<file path="src/rtl/dual_stream_tx.sv">
// rtl/dual_stream_tx.sv - two-lane packet transmitter feeding a two-lane stream synchronizer
//
// Each lane buffers upstream bytes (with a last flag) in a DEPTH-word FIFO.
// A round starts only when both lanes hold at least one complete packet.
// One packet per lane is then played out, and ready is held toward the
// synchronizer until it returns its completion pulse.
//
// Optional feature macro: DUAL_STREAM_TX_TIMEOUT_EN
//   When defined, adds parameter TIMEOUT and output timeout_o. WAIT_DONE is
//   abandoned after TIMEOUT cycles without done_i, and timeout_o pulses once.
//
// Ports:
//   clk, rst                 clock; asynchronous active-low reset
//   in_data*/in_wr*/in_last* upstream byte write per lane; in_full* = FIFO full
//   tx_data*/tx_en*/tx_last* registered output byte stream per lane
//   tx_ready1/tx_ready2      high while waiting for the synchronizer
//   done_i                   one-cycle completion pulse from the synchronizer
//   busy                     FSM not in IDLE
//   ovf                      sticky write-while-full error
//   timeout_o                (macro only) one-cycle WAIT_DONE expiry pulse

module dual_stream_tx #(
    parameter int DEPTH = 16,
    parameter int AW    = 4
`ifdef DUAL_STREAM_TX_TIMEOUT_EN
    ,
    parameter int TIMEOUT = 1024
`endif
) (
    input  logic       clk,
    input  logic       rst,
    input  logic [7:0] in_data1,
    input  logic       in_wr1,
    input  logic       in_last1,
    output logic       in_full1,
    input  logic [7:0] in_data2,
    input  logic       in_wr2,
    input  logic       in_last2,
    output logic       in_full2,
    output logic [7:0] tx_data1,
    output logic       tx_en1,
    output logic       tx_last1,
    output logic [7:0] tx_data2,
    output logic       tx_en2,
    output logic       tx_last2,
    output logic       tx_ready1,
    output logic       tx_ready2,
    input  logic       done_i,
    output logic       busy,
`ifdef DUAL_STREAM_TX_TIMEOUT_EN
    output logic       timeout_o,
`endif
    output logic       ovf
);

    typedef enum logic [1:0] {
        IDLE      = 2'd0,
        SEND      = 2'd1,
        WAIT_DONE = 2'd2
    } state_t;

    state_t state_q, state_d;

    // Per-lane state; index 0 is lane 1, index 1 is lane 2.
    logic [AW:0] wr_ptr_q  [2];
    logic [AW:0] wr_ptr_d  [2];
    logic [AW:0] rd_ptr_q  [2];
    logic [AW:0] rd_ptr_d  [2];
    logic [AW:0] pkt_cnt_q [2];
    logic [AW:0] pkt_cnt_d [2];
    logic        lane_done_q [2];
    logic        lane_done_d [2];
    logic        tx_en_q   [2];
    logic        tx_en_d   [2];
    logic        tx_last_q [2];
    logic        tx_last_d [2];
    logic [7:0]  tx_data_q [2];
    logic [7:0]  tx_data_d [2];
    logic        ready_q, ready_d;
    logic        ovf_q, ovf_d;

    // Storage: {last, data}; contents are not reset.
    logic [8:0]  mem [2][DEPTH];

    logic [7:0]  wr_data [2];
    logic        wr_en   [2];
    logic        wr_last [2];
    logic        full    [2];
    logic        empty   [2];
    logic        wr_acc  [2];
    logic        pop     [2];
    logic [8:0]  head    [2];

    assign wr_data[0] = in_data1;
    assign wr_data[1] = in_data2;
    assign wr_en[0]   = in_wr1;
    assign wr_en[1]   = in_wr2;
    assign wr_last[0] = in_last1;
    assign wr_last[1] = in_last2;

    always_comb begin
        for (int i = 0; i < 2; i++) begin
            full[i]   = (wr_ptr_q[i][AW] != rd_ptr_q[i][AW]) &&
                        (wr_ptr_q[i][AW-1:0] == rd_ptr_q[i][AW-1:0]);
            empty[i]  = (wr_ptr_q[i] == rd_ptr_q[i]);
            wr_acc[i] = wr_en[i] && !full[i];
            head[i]   = mem[i][rd_ptr_q[i][AW-1:0]];
            // The empty guard only matters if upstream breaks the packet
            // contract; a counted packet is always fully buffered.
            pop[i]    = (state_q == SEND) && !lane_done_q[i] && !empty[i];
        end
    end

`ifdef DUAL_STREAM_TX_TIMEOUT_EN
    logic [15:0] tmo_cnt_q, tmo_cnt_d;
    logic        timeout_q, timeout_d;
    logic        expire;

    // done_i is excluded so that a completion on the expiry cycle wins.
    assign expire = (state_q == WAIT_DONE) && !done_i &&
                    (tmo_cnt_q == 16'(TIMEOUT - 1));
`endif

    // FSM next state and ready.
    always_comb begin
        state_d = state_q;
`ifdef DUAL_STREAM_TX_TIMEOUT_EN
        timeout_d = 1'b0;
`endif
        case (state_q)
            IDLE: begin
                if (pkt_cnt_q[0] != '0 && pkt_cnt_q[1] != '0) state_d = SEND;
            end
            SEND: begin
                if (lane_done_q[0] && lane_done_q[1]) state_d = WAIT_DONE;
            end
            WAIT_DONE: begin
                if (done_i) begin
                    state_d = IDLE;
                end
`ifdef DUAL_STREAM_TX_TIMEOUT_EN
                else if (expire) begin
                    state_d   = IDLE;
                    timeout_d = 1'b1;
                end
`endif
            end
            default: state_d = IDLE;
        endcase
        ready_d = (state_d == WAIT_DONE);
    end

`ifdef DUAL_STREAM_TX_TIMEOUT_EN
    always_comb begin
        tmo_cnt_d = '0;
        if (state_q == WAIT_DONE && state_d == WAIT_DONE) tmo_cnt_d = tmo_cnt_q + 16'd1;
    end
`endif

    // Per-lane datapath next state.
    always_comb begin
        ovf_d = ovf_q;
        for (int i = 0; i < 2; i++) begin
            wr_ptr_d[i] = wr_ptr_q[i] + (AW+1)'(wr_acc[i]);
            rd_ptr_d[i] = rd_ptr_q[i] + (AW+1)'(pop[i]);

            // Count completes on accepted last-writes, retire on emitted tx_last.
            pkt_cnt_d[i] = pkt_cnt_q[i];
            if ((wr_acc[i] && wr_last[i]) && !(tx_en_q[i] && tx_last_q[i]))
                pkt_cnt_d[i] = pkt_cnt_q[i] + 1'b1;
            else if (!(wr_acc[i] && wr_last[i]) && (tx_en_q[i] && tx_last_q[i]))
                pkt_cnt_d[i] = pkt_cnt_q[i] - 1'b1;

            tx_en_d[i]   = pop[i];
            tx_last_d[i] = pop[i] && head[i][8];
            tx_data_d[i] = pop[i] ? head[i][7:0] : 8'h00;

            if (state_d == IDLE) lane_done_d[i] = 1'b0;
            else                 lane_done_d[i] = lane_done_q[i] || (pop[i] && head[i][8]);

            if (wr_en[i] && full[i]) ovf_d = 1'b1;
        end
    end

    always_ff @(posedge clk or negedge rst) begin
        if (!rst) begin
            state_q <= IDLE;
            ready_q <= 1'b0;
            ovf_q   <= 1'b0;
            for (int i = 0; i < 2; i++) begin
                wr_ptr_q[i]    <= '0;
                rd_ptr_q[i]    <= '0;
                pkt_cnt_q[i]   <= '0;
                lane_done_q[i] <= 1'b0;
                tx_en_q[i]     <= 1'b0;
                tx_last_q[i]   <= 1'b0;
                tx_data_q[i]   <= 8'h00;
            end
        end else begin
            state_q <= state_d;
            ready_q <= ready_d;
            ovf_q   <= ovf_d;
            for (int i = 0; i < 2; i++) begin
                wr_ptr_q[i]    <= wr_ptr_d[i];
                rd_ptr_q[i]    <= rd_ptr_d[i];
                pkt_cnt_q[i]   <= pkt_cnt_d[i];
                lane_done_q[i] <= lane_done_d[i];
                tx_en_q[i]     <= tx_en_d[i];
                tx_last_q[i]   <= tx_last_d[i];
                tx_data_q[i]   <= tx_data_d[i];
            end
        end
    end

`ifdef DUAL_STREAM_TX_TIMEOUT_EN
    always_ff @(posedge clk or negedge rst) begin
        if (!rst) begin
            tmo_cnt_q <= '0;
            timeout_q <= 1'b0;
        end else begin
            tmo_cnt_q <= tmo_cnt_d;
            timeout_q <= timeout_d;
        end
    end

    assign timeout_o = timeout_q;
`endif

    always_ff @(posedge clk) begin
        for (int i = 0; i < 2; i++) begin
            if (wr_acc[i]) mem[i][wr_ptr_q[i][AW-1:0]] <= {wr_last[i], wr_data[i]};
        end
    end

    assign in_full1  = full[0];
    assign in_full2  = full[1];
    assign tx_data1  = tx_data_q[0];
    assign tx_en1    = tx_en_q[0];
    assign tx_last1  = tx_last_q[0];
    assign tx_data2  = tx_data_q[1];
    assign tx_en2    = tx_en_q[1];
    assign tx_last2  = tx_last_q[1];
    assign tx_ready1 = ready_q;
    assign tx_ready2 = ready_q;
    assign busy      = (state_q != IDLE);
    assign ovf       = ovf_q;

endmodule

</file>
<file path="config.mk">
export PLATFORM = sky130hd
export DESIGN_NAME = dual_stream_tx
export DESIGN_NICKNAME = d
export VERILOG_FILES = /design/src/rtl/dual_stream_tx.sv
export SDC_FILE = /design/constraint.sdc
export NUM_CORES = 1
export LEC_CHECK = 0
export ABC_AREA = 1
export CORE_MARGIN = 5
export CORE_UTILIZATION = 50
export CTS_CLUSTER_DIAMETER = 150
export DETAILED_ROUTE_END_ITERATION = 8
export GPL_TIMING_DRIVEN = 1
export PLACE_DENSITY_LB_ADDON = 0.15
export SYNTH_ARGS = -nofsm -noshare
export SYNTH_HDL_FRONTEND = slang
export SYNTH_SLANG_ARGS = --single-unit
</file>
<file path="constraint.sdc">
create_clock -name clk -period 2.6 [get_ports clk]
set_input_delay 0.65 -clock clk [delete_from_list [all_inputs] [get_ports clk]]
set_output_delay 0.65 -clock clk [all_outputs]
set_load 0.01 [all_outputs]
</file>
==> results.md <==
- Die footprint: 0.0316 sq mm
- Final Critical Period: 2.46 ns
- Max-cap violation count: 0
- Worst R2R Start: wr_ptr_q[6]$_DFF_PN0_
- FF-to-FF setup slack: 0.22 ns
- Combinational family with the most area after synthesis: simple AND/OR/NAND/NOR gates
- Synth Area in Adders: 1.71%
- Max IR drop VDD: 0.000573 V
- Mux contribution to synthesized area: 0%
- Mapped cell area: 0.0141 sq mm
- Most frequent cells in the layout: nand2_1, edfxtp_1, nand3_1, a21oi_1, buf_4
- Number of global-route vias before repair: 8688
- Worst path cell trace: inv_1, nand2_1, nand2_1, nor2_2, nand2_2, nor2_4, dlygate4sd2_1
- Die width: 178 microns
- Slew Limit Fails: 0
- Leakage power: 6.38 nW
- Commonest non-fill, non-tap cell in the layout: nand2_1
- CP Data Required Time: 1.95 ns
- Root Buffer: clkbuf_16
- Pwr Density: 1180 mW/mm^2
- Clk_lat worst skew: 0.51 ns
- Worst EP arrival: 1.81 ns
- # DRC: 0
- CP startpoint kind: register
- Post-synthesis simple-gate area fraction: 17.3%
- Syn Inst Count: 1176
- FP Rows: 61
- Layout cells sized above 1: 12.9%
- Core area: 0.0278 sq mm
- Worst path top cell family by delay: simple AND/OR/NAND/NOR gates
- Synth Area in XOR/XNOR: 1.25%
- Hold WC Path Type: primary input to async pin
- Placed Area: 0.0152 sq mm
- Crit. End Element: output pin
- Skew final: 0.0120 ns
- IO Port Bufs: 48
- Clock sinks: 344
- Diode count: 0
- Maximum clock path buffer count: 3
- Syn. warnings: 0
- FF+latch count, synth: 344
- Final core occ: 59.7%
- First-pass GRT wire length: 48000 microns
- Total power: 19.5 mW
- TNS Setup: 0 ns
- Slew margin rel.: 45.3%
- Worst Path Buf+Inv: 2
- Drt via density: 5.29
- Inst Count DP: 1608
- Crit path top cell by count: nand2_1
- Max H-tree Level: 2
- DR iter-0 viols: 911
- Num CTS Buffers: 37
- Area grow syn2layout: 17.9%
- GRT Residual Overflow: 0
- Initial antenna violation count: 0
- Final WL: 30400 microns
- I/O pins: 49
- Worst path max stage delay: 0.41 ns
- Max stage delay cell, worst path: dfrtp_2
- Worst-path fanout max: 5
- TritonCTS clock tree: yes
- Avg Inst Size Synth: 12.0 sq um
- Fin. Hold Viols: 0
- DP Wirelength: 18400 microns
- R2R depth: 18
- Status: finished clean
- Mapped Nets: 1217
- Finished Layout Cells: 1685
- Nets: 1319
- WL/cell: 18.0 microns
- Total track usage: 19.5%
- Worst slew pin tran: 0.821 ns
- Clock slew at reported path FFs: 0.06 ns
- Antenna Nets Post-Route: 0
- Final period utilization: 94.8%
- Sequential area share after synthesis: 71.4%
- Largest net degree at the start of global routing: 73
- Drt pass-1 iters: 5
- Final Setup Violations: 0
- Pre-CTS WS: -0.123 ns
- Fmax: 406 MHz
- Routed via count: 8918
- Setup ws final: 0.136 ns
- Initial core utilization: 50.6%
- Post-route cell area: 0.0166 sq mm
- Hold_ws: 0.124 ns
- FF-to-FF End: pkt_cnt_q[9]$_DFFE_PN0P_
- Number of distinct library cells after synthesis: 26
- Final Wtd Congestion: 0.788
- Setup CP Type: register to output pin
- Post-synthesis compound-gate area fraction: 5.18%
- Die height: 178 microns
==> layer usage <==
layer  track usage [%]  vias up  routed length (microns)
met3              3.03       33                     1470
li1                  -     4314                        -
met2              29.9      194                    14000
met1              29.6     4377                    14400
met5                 0        -                        0
met4              4.54        0                      420
==> worst max path at each step <==
| stage | start | endpoint | slack [ns] | cells after the start |
|---|---|---|---|---|
| 3_5_place_dp | in_last1 | pkt_cnt_q[9]$_DFFE_PN0P_ | -0.12 | 12 |
| 4_1_cts | wr_ptr_q[1]$_DFF_PN0_ | pkt_cnt_q[3]$_DFFE_PN0P_ | 0.11 | 19 |
| 2_1_floorplan | rd_ptr_q[0]$_DFF_PN0_ | pkt_cnt_q[3]$_DFFE_PN0P_ | 0.26 | 19 |
| 6_report | wr_ptr_q[6]$_DFF_PN0_ | in_full1 | 0.14 | 7 |
| 5_1_grt | wr_ptr_q[1]$_DFF_PN0_ | pkt_cnt_q[3]$_DFFE_PN0P_ | -0.01 | 19 |
| 3_3_place_gp | in_last1 | pkt_cnt_q[9]$_DFFE_PN0P_ | -0.09 | 12 |
==> synth_stat cells <==
library cell  count  share of area, %
a22o_1           32               2.0
o21ai_0           6              0.21
nand2_1         338               9.0
xor2_1           12              0.75
inv_4             2             0.089
o22ai_1           2             0.089
a21oi_1          81               2.9
nor2_4            1             0.080
nor2_2            4              0.18
nor2_1           64               1.7
clkinv_1          2             0.053
inv_2             8              0.21
fa_1              2              0.28
nand3_1         153               5.4
buf_2            27              0.96
xnor2_1           8              0.50
nand2_4           2              0.16
clkbuf_1         21              0.56
edfxtp_1        288                61
nand4_1           1             0.044
ha_1             16               1.4
nand3_2           8              0.57
nand2_2           3              0.13
dfrtp_1          56                10
buf_4             7              0.37
inv_1            32              0.85
==> repair_timing <==
action	CTS	global route
pin swaps	0	3
resized for setup	7	10
hold buffers	0	0
gates cloned	0	0
endpoints found under the setup margin	2	5
setup buffers	1	8
hold endpoints to repair	0	0
==> layout make-up <==
type / count / area (sq um)
flip-flops and latches: 344 / 10100
multi-input cells: 733 / 3600
clock buffers: 48 / 1010
inverters: 44 / 170
well taps: 378 / 473
clock inverters: 20 / 268
fillers: 2203 / 11200
repair buffers: 118 / 1010
==> registers in the layout (all words and copies together) (netlist names), 2 cells and up <==
signal,cells
pkt_cnt_q,10
tx_data1,8
lane_done_q,2
mem,288
wr_ptr_q,10
state_q,2
rd_ptr_q,10
tx_data2,8
==> kinds of logic after synthesis <==
| family | after synthesis |
|---|---|
| AND/OR/NAND/NOR | 574 |
| flip-flops | 344 |
| AO/OA/AOI/OAI | 121 |
| buffers and inverters | 99 |
| XOR/XNOR | 20 |
| adder cells (fa/ha/maj) | 18 |
==> where the power goes <==
group / internal, mW / switching [mW] / leakage (nW) / total [mW]
Sequential: 6.89 / 0.437 / 3.28 / 7.33
Combinational: 2.39 / 4.36 / 2.47 / 6.75
Clock: 3.36 / 2.09 / 0.622 / 5.45
Note: power is estimated with default switching activity, not from simulation.
